--- src/rtl/ib_lut_pkg.sv ---
// Shared types, default sizing and the one-hot helper for the IB-LUT write path.
package ib_lut_pkg;

    localparam int unsigned RAM_NUM_DEF = 4;
    localparam int unsigned ADDR_W_DEF  = 5;
    localparam int unsigned RAM_NUM_MAX = 64;
    localparam int unsigned SEL_W_MAX   = 6;

    typedef enum logic [1:0] {
        ST_IDLE = 2'd0,
        ST_RUN  = 2'd1,
        ST_DONE = 2'd2
    } state_e;

    // Callers truncate the result to their own RAM_NUM.
    function automatic logic [RAM_NUM_MAX-1:0] onehot(input logic [SEL_W_MAX-1:0] sel);
        logic [RAM_NUM_MAX-1:0] v;
        v      = '0;
        v[sel] = 1'b1;
        return v;
    endfunction

endpackage

--- src/rtl/ib_page_cnt.sv ---
// Page counter: load to zero with a latched last index, advance on inc, flag the last page.
module ib_page_cnt
    import ib_lut_pkg::*;
#(
    parameter int unsigned ADDR_W = ADDR_W_DEF
) (
    input  logic              ram_clk,
    input  logic              rst,
    input  logic              load,
    input  logic              inc,
    input  logic [ADDR_W-1:0] last_val,
    output logic [ADDR_W-1:0] cnt,
    output logic              is_last_c
);

    logic [ADDR_W-1:0] last_q;

    always_ff @(posedge ram_clk) begin
        if (rst) begin
            cnt    <= '0;
            last_q <= '0;
        end else if (load) begin
            cnt    <= '0;
            last_q <= last_val;
        end else if (inc) begin
            cnt <= cnt + ADDR_W'(1);
        end
    end

    // Equality only, so a full-range sweep stops before cnt could wrap.
    assign is_last_c = (cnt == last_q);

endmodule

--- src/rtl/ib_page_addr_gen.sv ---
// Sweeps page addresses 0..last on one selected RAM lane with a one-hot write enable.
module ib_page_addr_gen
    import ib_lut_pkg::*;
#(
    parameter int unsigned RAM_NUM = RAM_NUM_DEF,
    parameter int unsigned ADDR_W  = ADDR_W_DEF,
    parameter int unsigned SEL_W   = $clog2(RAM_NUM)
) (
    input  logic                      ram_clk,
    input  logic                      rst,
    input  logic                      en,
    input  logic [SEL_W-1:0]          ram_sel,
    input  logic [ADDR_W-1:0]         page_last,
    input  logic                      stall,
    output logic [RAM_NUM*ADDR_W-1:0] page_addr,
    output logic [RAM_NUM-1:0]        ram_we,
    output logic                      busy,
    output logic                      done,
    output logic                      sel_err
);

    state_e                    state_q, state_d;
    logic [SEL_W-1:0]          sel_q, sel_d;
    logic [RAM_NUM*ADDR_W-1:0] addr_d;
    logic [RAM_NUM-1:0]        we_d;
    logic                      busy_d, done_d, err_d;
    logic                      cnt_load, cnt_inc;
    logic [ADDR_W-1:0]         cnt;
    logic                      is_last_c;
    logic                      start_ok_c;

    assign start_ok_c = (32'(ram_sel) < RAM_NUM);

    ib_page_cnt #(.ADDR_W(ADDR_W)) u_cnt (
        .ram_clk   (ram_clk),
        .rst       (rst),
        .load      (cnt_load),
        .inc       (cnt_inc),
        .last_val  (page_last),
        .cnt       (cnt),
        .is_last_c (is_last_c)
    );

    always_ff @(posedge ram_clk) begin
        if (rst) begin
            state_q   <= ST_IDLE;
            sel_q     <= '0;
            page_addr <= '0;
            ram_we    <= '0;
            busy      <= 1'b0;
            done      <= 1'b0;
            sel_err   <= 1'b0;
        end else begin
            state_q   <= state_d;
            sel_q     <= sel_d;
            page_addr <= addr_d;
            ram_we    <= we_d;
            busy      <= busy_d;
            done      <= done_d;
            sel_err   <= err_d;
        end
    end

    // Next state and next registered outputs; resuming after a stall takes the advance path.
    always_comb begin
        state_d  = state_q;
        sel_d    = sel_q;
        addr_d   = page_addr;
        we_d     = '0;
        busy_d   = busy;
        done_d   = 1'b0;
        err_d    = 1'b0;
        cnt_load = 1'b0;
        cnt_inc  = 1'b0;

        case (state_q)
            ST_IDLE: begin
                busy_d = 1'b0;
                addr_d = '0;
                if (en) begin
                    if (start_ok_c) begin
                        sel_d    = ram_sel;
                        cnt_load = 1'b1;
                        state_d  = ST_RUN;
                        busy_d   = 1'b1;
                        we_d     = RAM_NUM'(onehot(SEL_W_MAX'(ram_sel)));
                    end else begin
                        err_d = 1'b1;
                    end
                end
            end
            ST_RUN: begin
                busy_d = 1'b1;
                if (stall) begin
                    we_d = '0;
                end else if (is_last_c) begin
                    state_d = ST_DONE;
                    addr_d  = '0;
                    done_d  = 1'b1;
                end else begin
                    cnt_inc = 1'b1;
                    addr_d  = '0;
                    for (int unsigned r = 0; r < RAM_NUM; r++) begin
                        if (SEL_W'(r) == sel_q) begin
                            addr_d[r*ADDR_W +: ADDR_W] = cnt + ADDR_W'(1);
                        end
                    end
                    we_d = RAM_NUM'(onehot(SEL_W_MAX'(sel_q)));
                end
            end
            ST_DONE: begin
                busy_d  = 1'b0;
                state_d = ST_IDLE;
            end
            default: begin
                busy_d  = 1'b0;
                addr_d  = '0;
                state_d = ST_IDLE;
            end
        endcase
    end

endmodule

--- config.mk ---
export PLATFORM = sky130hd
export DESIGN_NAME = ib_page_addr_gen
export DESIGN_NICKNAME = d
export VERILOG_FILES = /design/src/rtl/ib_lut_pkg.sv /design/src/rtl/ib_page_cnt.sv /design/src/rtl/ib_page_addr_gen.sv
export SDC_FILE = /design/constraint.sdc
export NUM_CORES = 1
export LEC_CHECK = 0
export BUFFER_PORTS_ARGS = -buffer_cell sky130_fd_sc_hd__clkbuf_2
export CORE_MARGIN = 5
export CORE_UTILIZATION = 52
export CTS_CLUSTER_DIAMETER = 120
export DETAILED_ROUTE_END_ITERATION = 8
export HOLD_SLACK_MARGIN = 0.08
export PLACE_DENSITY_LB_ADDON = 0.15
export SYNTH_ARGS = -nofsm -noshare
export SYNTH_HDL_FRONTEND = slang
export SYNTH_SLANG_ARGS = --single-unit
--- constraint.sdc ---
create_clock -name ram_clk -period 1.6 [get_ports ram_clk]
set_input_delay 0.08 -clock ram_clk [delete_from_list [all_inputs] [get_ports ram_clk]]
set_output_delay 0.08 -clock ram_clk [all_outputs]
set_load 0.03 [all_outputs]
==> flow_metrics.tcl <==
set metrics [dict create \
    status "complete, no violations" \
    clkTransAtPathRegs_ns 0.11 \
    die_x_um 67.0 \
    use_met1_pct 25.2 \
    stdcell_count 272 \
    drc 0 \
    root_buffer "clkbuf_4" \
    grt_max_degree 22 \
    path_depth 4 \
    yosys_warnings 0 \
    cts_buffers 5 \
    post_dp_cell_area_mm2 0.00201 \
    crit_chain "or3b_4 > nor3b_4 > o211ai_1 > a21oi_1" \
    grt_pass1_vias 1541 \
    drive_gt1_share_pct 33.3 \
    drv_slew 0 \
    synth_cells 168 \
    synth_seq_cells 40 \
    ios 38 \
    utilization_pct 70.5 \
    cts_tree "built" \
    critPathTopFamily "simple AND/OR/NAND/NOR gates" \
    hold_class "in -> reg" \
    worstSkewPairLatency_ns 0.34 \
    rsz0062_at_grt "false" \
    drt-total-wl_um 4230 \
    start_util_pct 55.0 \
    ant_nets 0 \
    syn_area_mm2 0.00169 \
    synth_edf_count 0 \
    rows 20 \
    finalSetupTns_ns 0 \
    fin_nets 239 \
    drt_iter0_markers 122 \
    synthFlopType "dfxtp_1" \
    grt_use_met3_pct 5.23 \
    slowest_delay_ns 0.45 \
    cp-end-kind "register" \
    p_leak_uw 0.000940 \
    crit_required_ns 1.88 \
    final_hold_viol_count 0 \
    h-tree-depth 2 \
    hold_path_depth 3 \
    crit_path_start_kind "register" \
    met2_usage_pct 39.3 \
    die_area_mm2 0.00449 \
    synth_cell_types 46 \
    route.detailed.wl_per_inst_um 15.5 \
    place.port_buffers 36 \
    cts_buffer_depth 2 \
    antenna_found_initial 0 \
    viasPerCell 5.57 \
    critPathArrivalTime_ns 1.78 \
    slowest_stage "or3b_4" \
    maxCapViolCount 0 \
    crit_fanout 7 \
    firstDrtPassIters 4 \
    n_antenna_cell 0 \
    hpwl_um 3090 \
    final_area_mm2 0.00217 \
    syn_to_final_growth_pct 28.3 \
    track_usage_pct 21.9 \
    gr-max-usage-layer "met2" \
    worst-path-buf-inv 0 \
    min_period_ns 1.50 \
    dpl.cell_count 256 \
    ff2ff_path_depth 4 \
    gr-total-overflow 0 \
    setup_viol 0 \
    synth_nets 180 \
    power_density_mw_per_mm2 857 \
    async_flop_share_pct 0 \
    design.core.area_mm2 0.00308 \
    routed-via-count 1514 \
    finalClockSkew_ns 0.00604 \
    cts.sinks 40 \
    gp_congestion 0.919 \
    ys_seq_area_share_pct 47.3 \
    synth.avg_cell_area_um2 10.1 \
    fin_crit_sh_pct 93.9 \
    path_class "reg -> reg" \
    fmax_mhz 666 \
    max-vdd-ir-drop_mv 0.656 \
    grt_pass1_wl_um 7350 \
    dieHeight_um 67.0 \
]
==> sequential cells by signal (all words and copies together), names as in the netlist <==
name,flops
state_q,2
sel_q,2
u_cnt.last_q,5
u_cnt.cnt,5
done,1
ram_we,4
page_addr,20
busy,1
==> routing by layer <==
layer	wire, µm	up-vias	share of wire (%)
li1	-	734	-
met5	0	-	0
met1	1720	730	41
met2	2210	44	52
met3	248	6	5.9
met4	51	0	1.2
==> per-stage QoR <==
step                power (µW)  setup WS (ns)  hold slack, ns
finish                    1860         0.0978           0.141
global route              1950        0.00650           0.150
CTS                       1850         0.0497           0.141
detailed placement        1330        -0.0216           0.327
global placement          1320         0.0866           0.315
floorplan                 1250          0.162           0.181
==> tightest hold or removal path, stage by stage <==
cell	delay (ns)
clkbuf_2	0.11
nor2b_1	0.07
a31oi_1	0.18
==> report_power, final <==
part / internal, µW / leakage (µW) / switching (µW) / total (µW)
combinational: 122 / 0.000581 / 164 / 286
sequential: 1020 / 0.000326 / 26.5 / 1050
clock: 217 / 0.0000326 / 308 / 525
total: 1360 / 0.000940 / 499 / 1860
==> worst paths after layout <==
check	startpoint	to	slack [ns]
worst max-delay path	state_q[0]	page_addr[12]	0.1
worst min-delay path	stall	state_q[0]	0.14
worst max register to register	state_q[0]	page_addr[12]	0.1
worst min register to register	page_addr[13]	page_addr[13]	0.47
==> Yosys cell counts, drive strengths merged, types with 3 or more instances <==
cell    number  share of area (%)
or3          4                1.5
nand3        3               0.89
mux2i       10                5.9
xnor2        7                3.6
nor3b        3                2.3
inv          3               0.67
nand2       13                2.9
clkbuf       4               0.89
a22o         9                4.7
buf          6                2.3
nor2        12                2.7
dfxtp       40                 47
a21oi        7                2.3
o211ai       6                2.7
o21ai        8                2.6
a32o         4                2.4
==> logic make-up (layout without fill, tap and decap cells) <==
group	Yosys count	count (layout)	synth area share, %
AND/OR/NAND/NOR	49	49	16.0
other	1	1	0.222
buffers and inverters	13	73	3.85
flip-flops	40	40	47.3
multiplexers	10	10	5.92
XOR/XNOR	9	9	4.66
adder cells (fa/ha/maj)	1	1	0.740
AO/OA/AOI/OAI	45	45	21.3
==> cells in the final DEF (no fill, tap or decap), types with 2 or more instances in the layout <==
master         count
a21oi_1            6
a22o_1             9
a31oi_1            2
a32o_1             4
buf_4             18
clkbuf_1           2
clkbuf_2          36
clkbuf_4           5
dfxtp_1           36
dfxtp_2            4
dlygate4sd3_1      8
inv_1              3
mux2i_1           10
nand2_1           13
nand3_1            3
nand3b_1           2
nor2_1            12
nor2b_1            2
nor3_1             2
o211ai_1           6
o21ai_0            6
o2bb2ai_1          2
or3_1              4
xnor2_1            5
xnor2_2            2
xor2_1             2
==> final cells by class <==
class                           instances  area (µm²)
Timing Repair Buffer                   62         395
Sequential cell                        40         806
Clock buffer                            8        58.8
Fill cell                             250         908
Multi-Input combinational cell        115         843
Inverter                                3        11.3
Tap cell                               44        55.1
==> repair_timing <==
action                     CTS  global route
hold buffers                 8             0
setup endpoints to repair    4            13
pin swaps                    0             2
setup buffers                0             0
hold endpoints to repair    11             0
resized for setup            1             6
(Power assumes the default switching activity.)
